File: config.mk
export PLATFORM = sky130hd
export DESIGN_NAME = round_sequencer
export DESIGN_NICKNAME = d
export VERILOG_FILES = /design/src/rtl/round_sequencer.sv
export SDC_FILE = /design/constraint.sdc
export NUM_CORES = 1
export LEC_CHECK = 0
export CAP_MARGIN = 20
export CORE_ASPECT_RATIO = 1.1
export CORE_UTILIZATION = 45
export CTS_CLUSTER_DIAMETER = 40
export CTS_CLUSTER_SIZE = 30
export DETAILED_ROUTE_END_ITERATION = 8
export GPL_TIMING_DRIVEN = 0
export PLACE_DENSITY = 0.66
export SYNTH_ARGS = -nofsm -noshare
export SYNTH_HDL_FRONTEND = slang
export SYNTH_SLANG_ARGS = --single-unit
File: constraint.sdc
create_clock -name i_clk -period 3.59 [get_ports i_clk]
set_input_delay 0.5385 -clock i_clk [delete_from_list [all_inputs] [get_ports i_clk]]
set_output_delay 0.5385 -clock i_clk [all_outputs]
set_load 0.005 [all_outputs]
File: src/rtl/round_sequencer.sv
// Purpose : runs a multi-round reaction-time session against an external core,
//           kicking each round, collecting results and reporting best/average/misses.
// Ports   : i_clk/i_rst (async active-high), i_start/i_abort session control,
//           i_dst/i_measured core status and result, o_kick core button pulse,
//           o_busy/o_done/o_err status, o_round/o_misses/o_best/o_avg results.
module round_sequencer #(
    parameter int ROUNDS     = 4,
    parameter int GAP_CYCLES = 1000,
    parameter int KICK_TO    = 16
) (
    input  logic        i_clk,
    input  logic        i_rst,
    input  logic        i_start,
    input  logic        i_abort,
    input  logic [2:0]  i_dst,
    input  logic [18:0] i_measured,
    output logic        o_kick,
    output logic        o_busy,
    output logic        o_done,
    output logic        o_err,
    output logic [2:0]  o_round,
    output logic [3:0]  o_misses,
    output logic [18:0] o_best,
    output logic [18:0] o_avg
);

    localparam int          LG   = $clog2(ROUNDS);
    localparam int          GW   = $clog2(GAP_CYCLES + 1);
    localparam int          AW   = $clog2(KICK_TO + 1);
    localparam logic [18:0] MAXT = 19'h7FFFF;

    localparam logic [2:0] DST_IDLE  = 3'b000;
    localparam logic [2:0] DST_WAIT  = 3'b001;
    localparam logic [2:0] DST_LIT   = 3'b010;
    localparam logic [2:0] DST_EARLY = 3'b011;
    localparam logic [2:0] DST_FIN   = 3'b110;

    typedef enum logic [2:0] {
        S_IDLE, S_CLEAR, S_KICK, S_ARM, S_RUN, S_DRAIN, S_GAP, S_DONE
    } state_t;

    state_t          state_q, state_d;
    logic            start_q;
    logic [2:0]      prev_dst_q;
    logic [1:0]      retry_q;
    logic [AW-1:0]   arm_cnt_q;
    logic [GW-1:0]   gap_cnt_q;
    logic [21:0]     sum_q;
    logic            kick_q, busy_q, done_q, err_q;
    logic [2:0]      round_q;
    logic [3:0]      misses_q;
    logic [18:0]     best_q, avg_q;

    logic start_edge, abort_now, dst_valid, core_active;
    logic arm_expired, hit_ev, miss_ev, drain_done, gap_done, last_round;

    assign start_edge  = i_start & ~start_q;
    assign abort_now   = i_abort & (state_q != S_IDLE);
    // Unlisted status codes are treated as if nothing happened.
    assign dst_valid   = (i_dst == DST_IDLE) | (i_dst == DST_WAIT) | (i_dst == DST_LIT) |
                         (i_dst == DST_EARLY) | (i_dst == DST_FIN);
    assign core_active = dst_valid & (i_dst != DST_IDLE);
    assign arm_expired = (state_q == S_ARM) & ~core_active & (arm_cnt_q == AW'(KICK_TO - 1));
    assign hit_ev      = (state_q == S_RUN) & (i_dst == DST_FIN);
    // Early press, or the core timing out straight from lit back to idle.
    assign miss_ev     = (state_q == S_RUN) &
                         ((i_dst == DST_EARLY) | ((i_dst == DST_IDLE) & (prev_dst_q == DST_LIT)));
    assign drain_done  = (state_q == S_DRAIN) & (i_dst == DST_IDLE);
    assign gap_done    = (state_q == S_GAP) & (gap_cnt_q == '0);
    assign last_round  = (round_q == 3'(ROUNDS - 1));

    always_comb begin
        state_d = state_q;
        if (abort_now) begin
            state_d = S_IDLE;
        end else begin
            case (state_q)
                S_IDLE, S_DONE: if (start_edge) state_d = S_CLEAR;
                S_CLEAR:        state_d = S_KICK;
                S_KICK:         state_d = S_ARM;
                S_ARM: begin
                    if (core_active)      state_d = S_RUN;
                    else if (arm_expired) state_d = (retry_q < 2'd2) ? S_KICK : S_IDLE;
                end
                S_RUN:          if (hit_ev | miss_ev) state_d = S_DRAIN;
                S_DRAIN:        if (drain_done) state_d = last_round ? S_DONE : S_GAP;
                S_GAP:          if (gap_done) state_d = S_KICK;
                default:        state_d = S_IDLE;
            endcase
        end
    end

    always_ff @(posedge i_clk or posedge i_rst) begin
        if (i_rst) begin
            state_q    <= S_IDLE;
            start_q    <= 1'b0;
            prev_dst_q <= DST_IDLE;
            retry_q    <= '0;
            arm_cnt_q  <= '0;
            gap_cnt_q  <= '0;
            sum_q      <= '0;
            kick_q     <= 1'b0;
            busy_q     <= 1'b0;
            done_q     <= 1'b0;
            err_q      <= 1'b0;
            round_q    <= '0;
            misses_q   <= '0;
            best_q     <= MAXT;
            avg_q      <= MAXT;
        end else begin
            state_q <= state_d;
            start_q <= i_start;
            if (dst_valid) prev_dst_q <= i_dst;

            // Status outputs are registered from the next state so they line up with it.
            kick_q <= (state_d == S_KICK);
            busy_q <= (state_d != S_IDLE) && (state_d != S_DONE);
            done_q <= (state_d == S_DONE);

            // Abort freezes every accumulator and counter on the cycle it is seen.
            if (!abort_now) begin
                if (state_d == S_CLEAR) begin
                    sum_q    <= '0;
                    best_q   <= MAXT;
                    misses_q <= '0;
                    round_q  <= '0;
                    err_q    <= 1'b0;
                    retry_q  <= '0;
                end

                if (state_d == S_KICK)      arm_cnt_q <= '0;
                else if (state_q == S_ARM)  arm_cnt_q <= arm_cnt_q + 1'b1;

                if (arm_expired && !core_active) begin
                    if (retry_q < 2'd2) retry_q <= retry_q + 1'b1;
                    else                err_q   <= 1'b1;
                end

                // RUN is left on the event, so each round accumulates exactly once.
                if (hit_ev) begin
                    sum_q <= sum_q + {3'b000, i_measured};
                    if (i_measured < best_q) best_q <= i_measured;
                end
                if (miss_ev) begin
                    sum_q    <= sum_q + {3'b000, MAXT};
                    misses_q <= misses_q + 1'b1;
                end

                if (drain_done && !last_round) begin
                    round_q   <= round_q + 1'b1;
                    retry_q   <= '0;
                    gap_cnt_q <= GW'(GAP_CYCLES - 1);
                end
                if ((state_q == S_GAP) && (gap_cnt_q != '0)) gap_cnt_q <= gap_cnt_q - 1'b1;

                if ((state_d == S_DONE) && (state_q != S_DONE)) avg_q <= sum_q[LG +: 19];
            end
        end
    end

    assign o_kick   = kick_q;
    assign o_busy   = busy_q;
    assign o_done   = done_q;
    assign o_err    = err_q;
    assign o_round  = round_q;
    assign o_misses = misses_q;
    assign o_best   = best_q;
    assign o_avg    = avg_q;

endmodule

; After elaboration in Yosys (flattened, before gate mapping)
; Cells that the tools add are included.
[totals]
regBits = 95
latch_bits = 0
ram_bits = 0
rom_bits = 0
output_inout_bits = 49
wordCells = 119
n_memories = 0
[classes]
addsub = 7
n_mul = 0
div = 0
n_lt_le_gt_ge = 2
eq_ne = 19
n_shift = 0
n_mux = 31
bitwise_logic = 19
reduce_logical = 26
[op_table]
columns = op, n
row1 = 22-bit two-way mux, 3
row2 = 19-bit two-way mux, 3
row3 = 3-bit two-way mux, 9
row4 = 22-bit by 19-bit adder with 22-bit output, 1
row5 = "22-bit by 19-bit adder with 22-bit output, second input constant", 1
row6 = "3-bit by 2-bit equality test with 1-bit output, second input constant", 7
row7 = 3-bit one-hot mux with 7 select lines, 1
row8 = 10-bit two-way mux, 2
row9 = 19-bit < comparator, 1
row10 = "3-bit equality test, second input constant", 6
row11 = 2-bit AND reduction, 6
row12 = 3-bit nonzero test, 4
row13 = 1-bit bitwise AND, 10
row14 = 10-bit zero test, 1
row15 = 2-bit two-way mux, 5
row16 = 5-bit two-way mux, 2
row17 = 10-bit nonzero test, 1
row18 = "10-bit by 1-bit subtractor with 10-bit output, second input constant", 1
row19 = "3-bit by 1-bit equality test with 1-bit output, second input constant", 3
row20 = 4-bit two-way mux, 2
row21 = 2-bit nonzero test, 4
row22 = 3-bit zero test, 2
row23 = "3-bit != test, second input constant", 2
row24 = 1-bit OR, 6
row25 = 11 further kinds, 21

; Logic depth before layout (Yosys ltp)
; Gate-level depths: netlist (run 1).
[depth]
ltp_word = 18
ltp_mapped = 12

; Least setup slack after synthesis (run 1)
; Ideal clock, no wire load.
[synth_path]
path_type = reg2reg
from = reg gap_cnt_q[0]
to = reg sum_q[20]
setup_ns = 0.087
t_arrival_ns = 2.896
path_slack_ns = 0.608
stages_incl_launch_ff = 11
n_path_buf = 0
period_less_slack_ns = 2.982
cell_sequence = dfrtp_1 > inv_1 > ha_1 > or4b_2 > o41ai_2 > nand3_1 > a2111o_1 > o21a_4 > or3_1 > mux2_2 > o211ai_1
[synth_via]
elab_chain_cells = 8
[synth_rtl]
columns = element, line_no
row1 = start: declaration, 47  ; logic [GW-1:0] gap_cnt_q;
row2 = start signal: assignment, 152  ; gap_cnt_q <= GW'(GAP_CYCLES - 1);
row3 = start signal: assignment, 154  ; if ((state_q == S_GAP) && (gap_cnt_q != '0)) gap_cnt_q <= gap_cnt_q - 1'b1;
row4 = 10-bit zero test, 69  ; assign gap_done = (state_q == S_GAP) & (gap_cnt_q == '0);
row5 = 1-bit bitwise AND, 69
row6 = 3-bit two-way mux, 87  ; S_GAP: if (gap_done) state_d = S_KICK;
row7 = 3-bit one-hot mux with 7 select lines, 77  ; case (state_q)
row8 = 3-bit two-way mux, 74  ; if (abort_now) begin
row9 = 3-bit by 1-bit equality test with 1-bit output, 122  ; if (state_d == S_CLEAR) begin
row10 = 3-bit nonzero test (no line), --
row11 = 2-bit AND reduction (no line), --
row12 = end signal: assignment, 141  ; sum_q <= sum_q + {3'b000, i_measured};
row13 = end signal: assignment, 145  ; sum_q <= sum_q + {3'b000, MAXT};
row14 = end: declaration, 48  ; logic [21:0] sum_q;
; No other way between the ends.
; A chain may end at the register's enable or synchronous reset.

; Worst setup path after layout (run 1)
[layout_path]
from = in i_dst[1]
to = reg avg_q[5] (netlist: o_avg[5])
[layout_via]
elab_chain_cells = 16
word_cells_on_any_way = 29
[layout_rtl]
columns = element, line_no
row1 = start: declaration, 15  ; input logic [2:0] i_dst,
row2 = 3-bit by 1-bit equality test with 1-bit output or 3-bit zero test (tied branches), "60, 67, 68"
row3 = 1-bit OR (3 in a row), 60  ; assign dst_valid = (i_dst == DST_IDLE) | (i_dst == DST_WAIT) | (i_dst == DST_LIT) |
row4 = 1-bit OR, 61  ; (i_dst == DST_EARLY) | (i_dst == DST_FIN);
row5 = 1-bit bitwise AND, 62  ; assign core_active = dst_valid & (i_dst != DST_IDLE);
row6 = 1-bit inverter, 63  ; assign arm_expired = (state_q == S_ARM) & ~core_active & (arm_cnt_q == AW'(KICK_TO - 1));
row7 = 1-bit bitwise AND (2 in a row), 63
row8 = 3-bit two-way mux, 83  ; else if (arm_expired) state_d = (retry_q < 2'd2) ? S_KICK : S_IDLE;
row9 = 3-bit two-way mux, 82  ; if (core_active) state_d = S_RUN;
row10 = 3-bit one-hot mux with 7 select lines (*), 77
row11 = 3-bit two-way mux (*), 74
row12 = via state_d[0], 42  ; state_t state_q, state_d;
row13 = 3-bit equality test (*), 156  ; if ((state_d == S_DONE) && (state_q != S_DONE)) avg_q <= sum_q[LG +: 19];
row14 = 1-bit logical AND (*), 156
row15 = 2-bit AND reduction (no line) (*), --
row16 = end signal: assignment, 156
row17 = end: declaration, 52  ; logic [18:0] best_q, avg_q;
; The timed path passes the listed nets; every way through them passes the cells marked *.

==> impl_metrics.env, run 1 <==
export IMPL_run_status="finished with violations"
export IMPL_failed_checks="DRC"
export IMPL_maxSlewViolCount=0
export IMPL_worst_setup_path_type="in2reg"
export IMPL_fp_dieArea_um2=13600
export IMPL_num_nets_final=782
export IMPL_die_w_um=111
export IMPL_routed_top_layer="met4"
export IMPL_rsz0062_at_grt="no"
export IMPL_yosys_reg_bits=94
export IMPL_ys_types=63
export IMPL_maxClockFrequency_ghz=0.296
export IMPL_insertion_delay_ns=0.35
export IMPL_data_required_time_of_the_worst_path_ns=3.86
export IMPL_floorplan_initialDensity_pct=46.4
export IMPL_htreeDepth=3
export IMPL_drive_above_1_share_pct=13.5
export IMPL_clk_buf_depth=2
export IMPL_final_hold_viol_count=0
export IMPL_syn_cell_area_um2=5890
export IMPL_areal_power_density_over_the_cells_nw_per_um2=716
export IMPL_first_global_vias=5120
export IMPL_dp_final_hpwl_um=10900
export IMPL_combinational_family_with_the_most_area_after_synthesis="compound AO/OA/AOI/OAI gates"
export IMPL_synth_xor_area_share_pct=3.12
export IMPL_gp_congestion=0.870
export IMPL_vias_after_detailed_routing=5051
export IMPL_clock_skew_final_ns=0.00889
export IMPL_final_hold_worst_slack_ns=0.496
export IMPL_n_fill_cell=1154
export IMPL_critPathLaunchType="input port"
export IMPL_cts_hold_buffers_added=0
export IMPL_combined_global_route_utilization_of_all_metal_layers_pct=22.9
export IMPL_post_synth_mux_area_share_pct=4.18
export IMPL_layout_cells_most_common_list="sky130_fd_sc_hd__clkdlybuf4s50_1 (73), sky130_fd_sc_hd__dfrtp_1 (56), sky130_fd_sc_hd__nor2_1 (52)"
export IMPL_seq_area_frac_synth_pct=40.7
export IMPL_pin_count_of_the_biggest_net_entering_global_routing=72
export IMPL_die_h_um=122
export IMPL_design_core_area_um2=12700
export IMPL_post_synth_edffs=0
export IMPL_mapped_avg_cell_area_um2=9.43
export IMPL_synth_top_area_cell="sky130_fd_sc_hd__dfrtp_1"
export IMPL_cells_after_dpl=857
export IMPL_finalWirelength_um=14600
export IMPL_synthDominantCellAreaShare_pct=23.8
export IMPL_power_leakage_nw=3.29
export IMPL_synth_ff_type="sky130_fd_sc_hd__dfrtp_1"
export IMPL_finalSetupTns_ns=0
export IMPL_cts_num_sinks=94
export IMPL_avgViaCountPerCell=5.79
export IMPL_grt_ovfl_total=0
export IMPL_io_buffer_count=73
export IMPL_detail_route_antenna_nets=0
export IMPL_worst_path_max_fanout=10
export IMPL_p_total_mw=5.16
export IMPL_met1Wirelength_um=6570
export IMPL_ys_async_sr_fraction_pct=100
export IMPL_post_route_min_period_ns=3.37
export IMPL_grt_pass1_wl_um=24700
export IMPL_number_of_antenna_violations_at_the_first_check_in_global_routing=0
export IMPL_synth_simple_gate_area_share_pct=17.2
export IMPL_max_cap_viol_count=0
export IMPL_max_slew_worst_pin_slew_ns=0.789
export IMPL_io_pin_count=75
export IMPL_critPathCaptureType="flip-flop"
export IMPL_setup_failing_eps_final=0
export IMPL_dr_wl_met3_um=603
export IMPL_postCtsResizedCells=0
export IMPL_finish_cell_count_without_fillers=873
export IMPL_number_of_detailed_route_iterations_in_the_first_pass=8
export IMPL_postCtsSetupRepairBufs=0
export IMPL_dpl_worst_slack_ns=-0.297
export IMPL_wl_met2_um=7090
export IMPL_dr_first_iter_drc_count=382
export IMPL_netlist_top_cells_area="sky130_fd_sc_hd__dfrtp_1 (24%), sky130_fd_sc_hd__dfstp_2 (17%), sky130_fd_sc_hd__ha_1 (9.3%)"
export IMPL_tritoncts_clock_tree="yes"
export IMPL_antenna_diode_count=0
export IMPL_hp_class="reg2reg"
export IMPL_share_of_synthesized_cell_area_in_full_adder_half_adder_and_majority_cells_pct=9.68
export IMPL_clk_root_buffer_cell="sky130_fd_sc_hd__clkbuf_16"
export IMPL_drt_drc_violations_left=14
export IMPL_synthesis_yosys_warnings=0
export IMPL_post_drt_wl_per_cell_um=16.8
export IMPL_area_growth_synth_to_final_pct=22.2
export IMPL_synthesis_instances=625
export IMPL_most_common_cell_after_layout_fill_and_taps_aside="sky130_fd_sc_hd__clkdlybuf4s50_1"
export IMPL_rows=43
export IMPL_synth_compound_area_share_pct=21.1
export IMPL_critical_path_arrival_ns=3.65
export IMPL_numCtsBuffers=9
export IMPL_timing_final_crit_share_pct=94.0
export IMPL_max_slew_margin_pct=46.9
export IMPL_syn_nets=696
export IMPL_clkTransAtPathRegs_ns=0.06
export IMPL_setup_ws_ns=0.217
export IMPL_irDropWorstVdd_mv=0.360
-- registers in the layout, indices dropped and copies added (netlist names) --
name,count
sum_q,21
o_avg,19
o_best,19
gap_cnt_q,10
arm_cnt_q,5
o_misses,4
o_round,3
prev_dst_q,3
state_q,3
retry_q,2
o_busy,1
o_done,1
o_err,1
o_kick,1
start_q,1
-- cell type report --
cell class	instances	area, um2	share of cell area [%]
multi-input cells	469	3260	45.3
flip-flops and latches	94	2400	33.3
inverters	39	149	2.07
repair buffers	75	768	10.7
clock buffers	11	253	3.51
clock inverters	5	81.3	1.13
well taps	157	196	2.73
plain buffers	23	93.8	1.30
-- per-layer routing --
layer	up-vias	GRT usage [%]
met5	-	0
met1	2429	28.5
met2	127	39.7
met4	0	10.4
li1	2470	-
met3	25	3.28
-- power breakdown --
part	total [mW]	switching, mW	internal [mW]
Combinational	2.29	1.20	1.09
Clock	1.07	0.419	0.648
Sequential	1.80	0.305	1.49
Total	5.16	1.92	3.23
-- metrics by stage --
step                util, %  instance area, um2
CTS                    56.7                7200
global placement       53.7                6820
finish                 56.7                7200
detailed placement     54.0                6860
global route           56.7                7200
floorplan                 -                5890
-- synthesized netlist by cell type, types with 10 or more instances --
cell / instances
sky130_fd_sc_hd__dfrtp_1: 56
sky130_fd_sc_hd__nor2_1: 52
sky130_fd_sc_hd__o21ai_0: 45
sky130_fd_sc_hd__ha_1: 44
sky130_fd_sc_hd__inv_1: 39
sky130_fd_sc_hd__dfstp_2: 38
sky130_fd_sc_hd__nand2_1: 34
sky130_fd_sc_hd__a21oi_1: 32
sky130_fd_sc_hd__nor3_1: 22
sky130_fd_sc_hd__mux2_2: 21
sky130_fd_sc_hd__o22a_1: 20
sky130_fd_sc_hd__clkbuf_1: 19
sky130_fd_sc_hd__a21o_1: 14
sky130_fd_sc_hd__nand3_1: 13
sky130_fd_sc_hd__or3_1: 13
sky130_fd_sc_hd__xor2_1: 12
sky130_fd_sc_hd__nor4_1: 11
sky130_fd_sc_hd__and2_1: 10
-- critical path: stages --
cell and delay [ns]:
sky130_fd_sc_hd__clkdlybuf4s50_1 0.60, sky130_fd_sc_hd__nor2b_1 0.36, sky130_fd_sc_hd__and2_1 0.22, sky130_fd_sc_hd__o21ai_0 0.23, sky130_fd_sc_hd__a21oi_1 0.36, sky130_fd_sc_hd__and3_1 0.27, sky130_fd_sc_hd__and2_1 0.16, sky130_fd_sc_hd__buf_2 0.24
sky130_fd_sc_hd__buf_2 0.30, sky130_fd_sc_hd__mux2_2 0.37
-- cells by family after synthesis --
family | count (synthesis)
simple gates | 199
mux | 22
flops | 94
fa+ha+maj | 45
xor+xnor | 21
compound gates | 182
buf+inv | 62
-- worst paths after layout --
path / startpoint / end / slack, ns / cells after the start
worst max-delay path: i_dst[1] / o_avg[5] / 0.22 / 10
max in group asynchronous: i_rst / o_best[7] / 2.38 / 3
worst max register to register: gap_cnt_q[0] / o_best[1] / 0.27 / 9
worst min-delay path: retry_q[0] / retry_q[0] / 0.50 / 1
worst min register to register: retry_q[0] / retry_q[0] / 0.50 / 1
min in group asynchronous: i_rst / o_busy / 0.51 / 2
Power figures use the tool's default switching activity.
==> run 2: changes to the inputs <==
Settings changed: ABC_AREA from default to 1, GPL_ROUTABILITY_DRIVEN from default to 0, PLACE_DENSITY 0.66 to 0.65.
==> run 2 against run 1 <==
The flow now finishes without violations; count of clock-buffer cells in the layout unchanged; clock power about the same; die area grew 14%.
==> impl_metrics.env, run 2 <==
export IMPL_post_route_cell_area_um2=8060
export IMPL_clkTransAtPathRegs_ns=0.07
export IMPL_areal_power_density_over_the_cells_nw_per_um2=765
export IMPL_dp_final_hpwl_um=13100
export IMPL_post_synth_most_frequent_cells="sky130_fd_sc_hd__nand2_1 (207), sky130_fd_sc_hd__inv_1 (94), sky130_fd_sc_hd__nor2_1 (79)"
export IMPL_cp_cell_sequence="clkdlybuf4s50_1, ha_1, nand2_1, inv_1, nand2_1, nand2_1, nand2_1, nand3_1, nand2_1, nand2_1, nand2_1, nand2_1, nand2_1, nand2_1, buf_2, clkbuf_1, nor2_1, a21oi_2"
export IMPL_first_global_vias=5851
export IMPL_critPathCaptureType="flip-flop"
export IMPL_postCtsSetupRepairBufs=0
export IMPL_critical_path_top_cell_by_count="sky130_fd_sc_hd__nand2_1"
export IMPL_ys_async_sr_fraction_pct=100
export IMPL_cts_hold_buffers_added=0
export IMPL_post_route_min_period_ns=2.59
export IMPL_dpl_worst_slack_ns=0.575
export IMPL_fp_dieArea_um2=15500
export IMPL_final_hold_viol_count=0
export IMPL_num_nets_final=1040
export IMPL_max_ffs_per_register=21
export IMPL_finalWirelength_um=16900
export IMPL_synth_top_area_cell="sky130_fd_sc_hd__dfrtp_1"
export IMPL_area_growth_synth_to_final_pct=19.7
export IMPL_post_synth_edffs=0
export IMPL_share_clk_of_total_power_pct=17.0
export IMPL_regMostFlops="sum_q"
export IMPL_detail_route_antenna_nets=0
export IMPL_worstHoldPathCells=2
export IMPL_die_w_um=119
export IMPL_placed_cell_area_um2=7740
export IMPL_number_of_detailed_route_iterations_in_the_first_pass=5
export IMPL_post_synth_mux_area_share_pct=0.297
export IMPL_max_cap_viol_count=0
export IMPL_grt_ovfl_total=0
export IMPL_number_of_antenna_violations_at_the_first_check_in_global_routing=0
export IMPL_drt_drc_violations_left=0
export IMPL_floorplan_initialDensity_pct=46.4
export IMPL_maxClockFrequency_ghz=0.386
export IMPL_share_of_synthesized_cell_area_in_full_adder_half_adder_and_majority_cells_pct=8.48
export IMPL_pin_count_of_the_biggest_net_entering_global_routing=53
export IMPL_reg2regPathDepth=18
export IMPL_synth_xor_area_share_pct=1.82
export IMPL_rsz0062_at_grt="no"
export IMPL_final_core_utilization_pct=55.5
export IMPL_swShare_pct=43.4
export IMPL_critical_path_max_stage_delay_ns=0.51
export IMPL_data_required_time_of_the_worst_path_ns=3.88
export IMPL_design_core_area_um2=14500
export IMPL_synthesis_yosys_warnings=0
export IMPL_grt_pass1_wl_um=28200
export IMPL_combinational_family_with_the_most_area_after_synthesis="simple AND/OR/NAND/NOR gates"
export IMPL_worst_path_max_fanout=10
export IMPL_avgViaCountPerCell=5.17
export IMPL_setup_failing_eps_final=0
export IMPL_mapped_avg_cell_area_um2=7.62
export IMPL_combined_global_route_utilization_of_all_metal_layers_pct=23.1
export IMPL_ys_types=51
export IMPL_antenna_diode_count=0
export IMPL_drive_above_1_share_pct=16.9
export IMPL_timing_critical_path_slowest_stage_cell="sky130_fd_sc_hd__clkdlybuf4s50_1"
export IMPL_synthesis_instances=883
export IMPL_io_buffer_count=74
export IMPL_seq_area_frac_synth_pct=35.7
export IMPL_dr_first_iter_drc_count=251
export IMPL_tritoncts_clock_tree="yes"
export IMPL_synthDominantCellAreaShare_pct=20.8
export IMPL_critical_path_arrival_ns=2.88
export IMPL_syn_cell_area_um2=6730
export IMPL_power_leakage_nw=4.03
export IMPL_setup_ws_ns=0.999
export IMPL_post_drt_wl_per_cell_um=14.5
export IMPL_clock_skew_final_ns=0.0102
export IMPL_internal_power_mw=3.49
export IMPL_netlist_top_cells_area="sky130_fd_sc_hd__dfrtp_1 (21%), sky130_fd_sc_hd__dfstp_2 (15%), sky130_fd_sc_hd__nand2_1 (12%)"
export IMPL_path_delay_family="buffers and inverters"
export IMPL_cts_num_sinks=94
export IMPL_io_pin_count=75
export IMPL_postCtsResizedCells=0
export IMPL_layout_cells_most_common_list="sky130_fd_sc_hd__nand2_1 (207), sky130_fd_sc_hd__inv_1 (93), sky130_fd_sc_hd__nor2_1 (79)"
export IMPL_vias_after_detailed_routing=6030
export IMPL_worst_setup_path_type="in2reg"
export IMPL_run_status="completed"
export IMPL_synth_simple_gate_area_share_pct=30.1
export IMPL_max_slew_margin_pct=52.8
export IMPL_cp_buffers_inverters=4
export IMPL_most_common_cell_after_layout_fill_and_taps_aside="sky130_fd_sc_hd__nand2_1"
export IMPL_combinationalPowerShare_pct=54.9
export IMPL_irDropWorstVdd_mv=0.519
export IMPL_synth_ff_type="sky130_fd_sc_hd__dfrtp_1"
export IMPL_rows=46
export IMPL_p_switching_mw=2.67
export IMPL_syn_nets=954
export IMPL_p_total_mw=6.16
export IMPL_htreeDepth=3
export IMPL_clk_root_buffer_cell="sky130_fd_sc_hd__clkbuf_16"
export IMPL_critPathLaunchType="input port"
export IMPL_yosys_reg_bits=94
export IMPL_share_seq_of_total_power_pct=28.1
export IMPL_final_hold_worst_slack_ns=0.490
export IMPL_max_slew_worst_pin_slew_ns=0.703
export IMPL_timing_final_crit_share_pct=72.2
export IMPL_yosys_cell_count_top_type="sky130_fd_sc_hd__nand2_1"
export IMPL_numCtsBuffers=9
export IMPL_hp_class="reg2reg"
export IMPL_maxSlewViolCount=0
export IMPL_synth_compound_area_share_pct=15.8
export IMPL_die_h_um=130
export IMPL_clk_buf_depth=2
export IMPL_insertion_delay_ns=0.36
export IMPL_cp_num_cells=18
-- run 2: cell types whose count changed after synthesis, sizes merged, moves of 12 or more --
| cell | previous run | this run |
|---|---|---|
| a21oi | 33 | 72 |
| o21ai | 46 | 68 |
| nor2 | 52 | 90 |
| mux2 | 21 | 0 |
| o21a | 5 | 21 |
| nand3 | 13 | 50 |
| or3 | 13 | 0 |
| inv | 39 | 106 |
| or2 | 6 | 23 |
| nand2 | 35 | 229 |
| o22a | 20 | 0 |
| a21o | 14 | 2 |
| clkbuf | 19 | 3 |
-- run 2: path summary, 6_finish.rpt --
path                                from             to  slack [ns]
max in group asynchronous          i_rst      o_best[1]        2.31
hold reg to reg               o_best[14]     o_best[14]        0.49
hold / removal                o_best[14]     o_best[14]        0.49
setup reg to reg               o_best[2]      o_best[2]        1.15
setup / recovery           i_measured[1]      o_best[2]         1.0
min in group asynchronous          i_rst  prev_dst_q[2]        0.58
-- run 2: per-stage QoR --
stage	instances	setup TNS (ns)
global placement	1149	-53.04
CTS	1166	0
detailed placement	1150	0
global route	1166	0
floorplan	883	0
finish	1166	0
-- run 2: power by group through the flow --
stage | clock network (mW) | logic (mW) | registers, mW
after floorplan | 0 | 2.36 | 1.71
after global placement | 0 | 3.33 | 1.75
after detailed placement | 0 | 3.37 | 1.74
after CTS | 1.07 | 3.38 | 1.73
after global routing | 1.11 | 3.78 | 1.77
final | 1.05 | 3.38 | 1.73
-- run 2: cells by family (layout without fill, tap and decap cells) --
family	after synthesis	in the layout
adders and majority gates	45	45
muxes	2	2
AOI/OAI and AO/OA	176	176
DFF	94	94
and+or+nand+nor	430	430
xor gates and xnor gates	14	14
buffers and inverters	122	213
-- run 2: area by class of cell --
| class | count | area, um2 |
|---|---|---|
| Clock buffer | 11 | 233 |
| Clock inverter | 5 | 82.6 |
| Fill cell | 1387 | 6450 |
| Sequential cell | 94 | 2400 |
| Buffer | 16 | 125 |
| Multi-Input combinational cell | 667 | 3800 |
| Inverter | 106 | 405 |
| Timing Repair Buffer | 75 | 768 |
| Tap cell | 192 | 240 |
-- run 2: tightest hold or removal path, stage by stage, from the launching register on --
cell	delay (ns)
sky130_fd_sc_hd__dfstp_2	0.37
sky130_fd_sc_hd__inv_1	0.06
sky130_fd_sc_hd__a21oi_1	0.06
-- run 2: metal layers --
metal,part of all wire [%],up-vias,global-route usage [%]
met4,2.8,0,10.9
li1,-,3093,-
met5,0,-,0
met1,45,2780,27.9
met2,48,128,40.7
met3,4.5,29,3.76
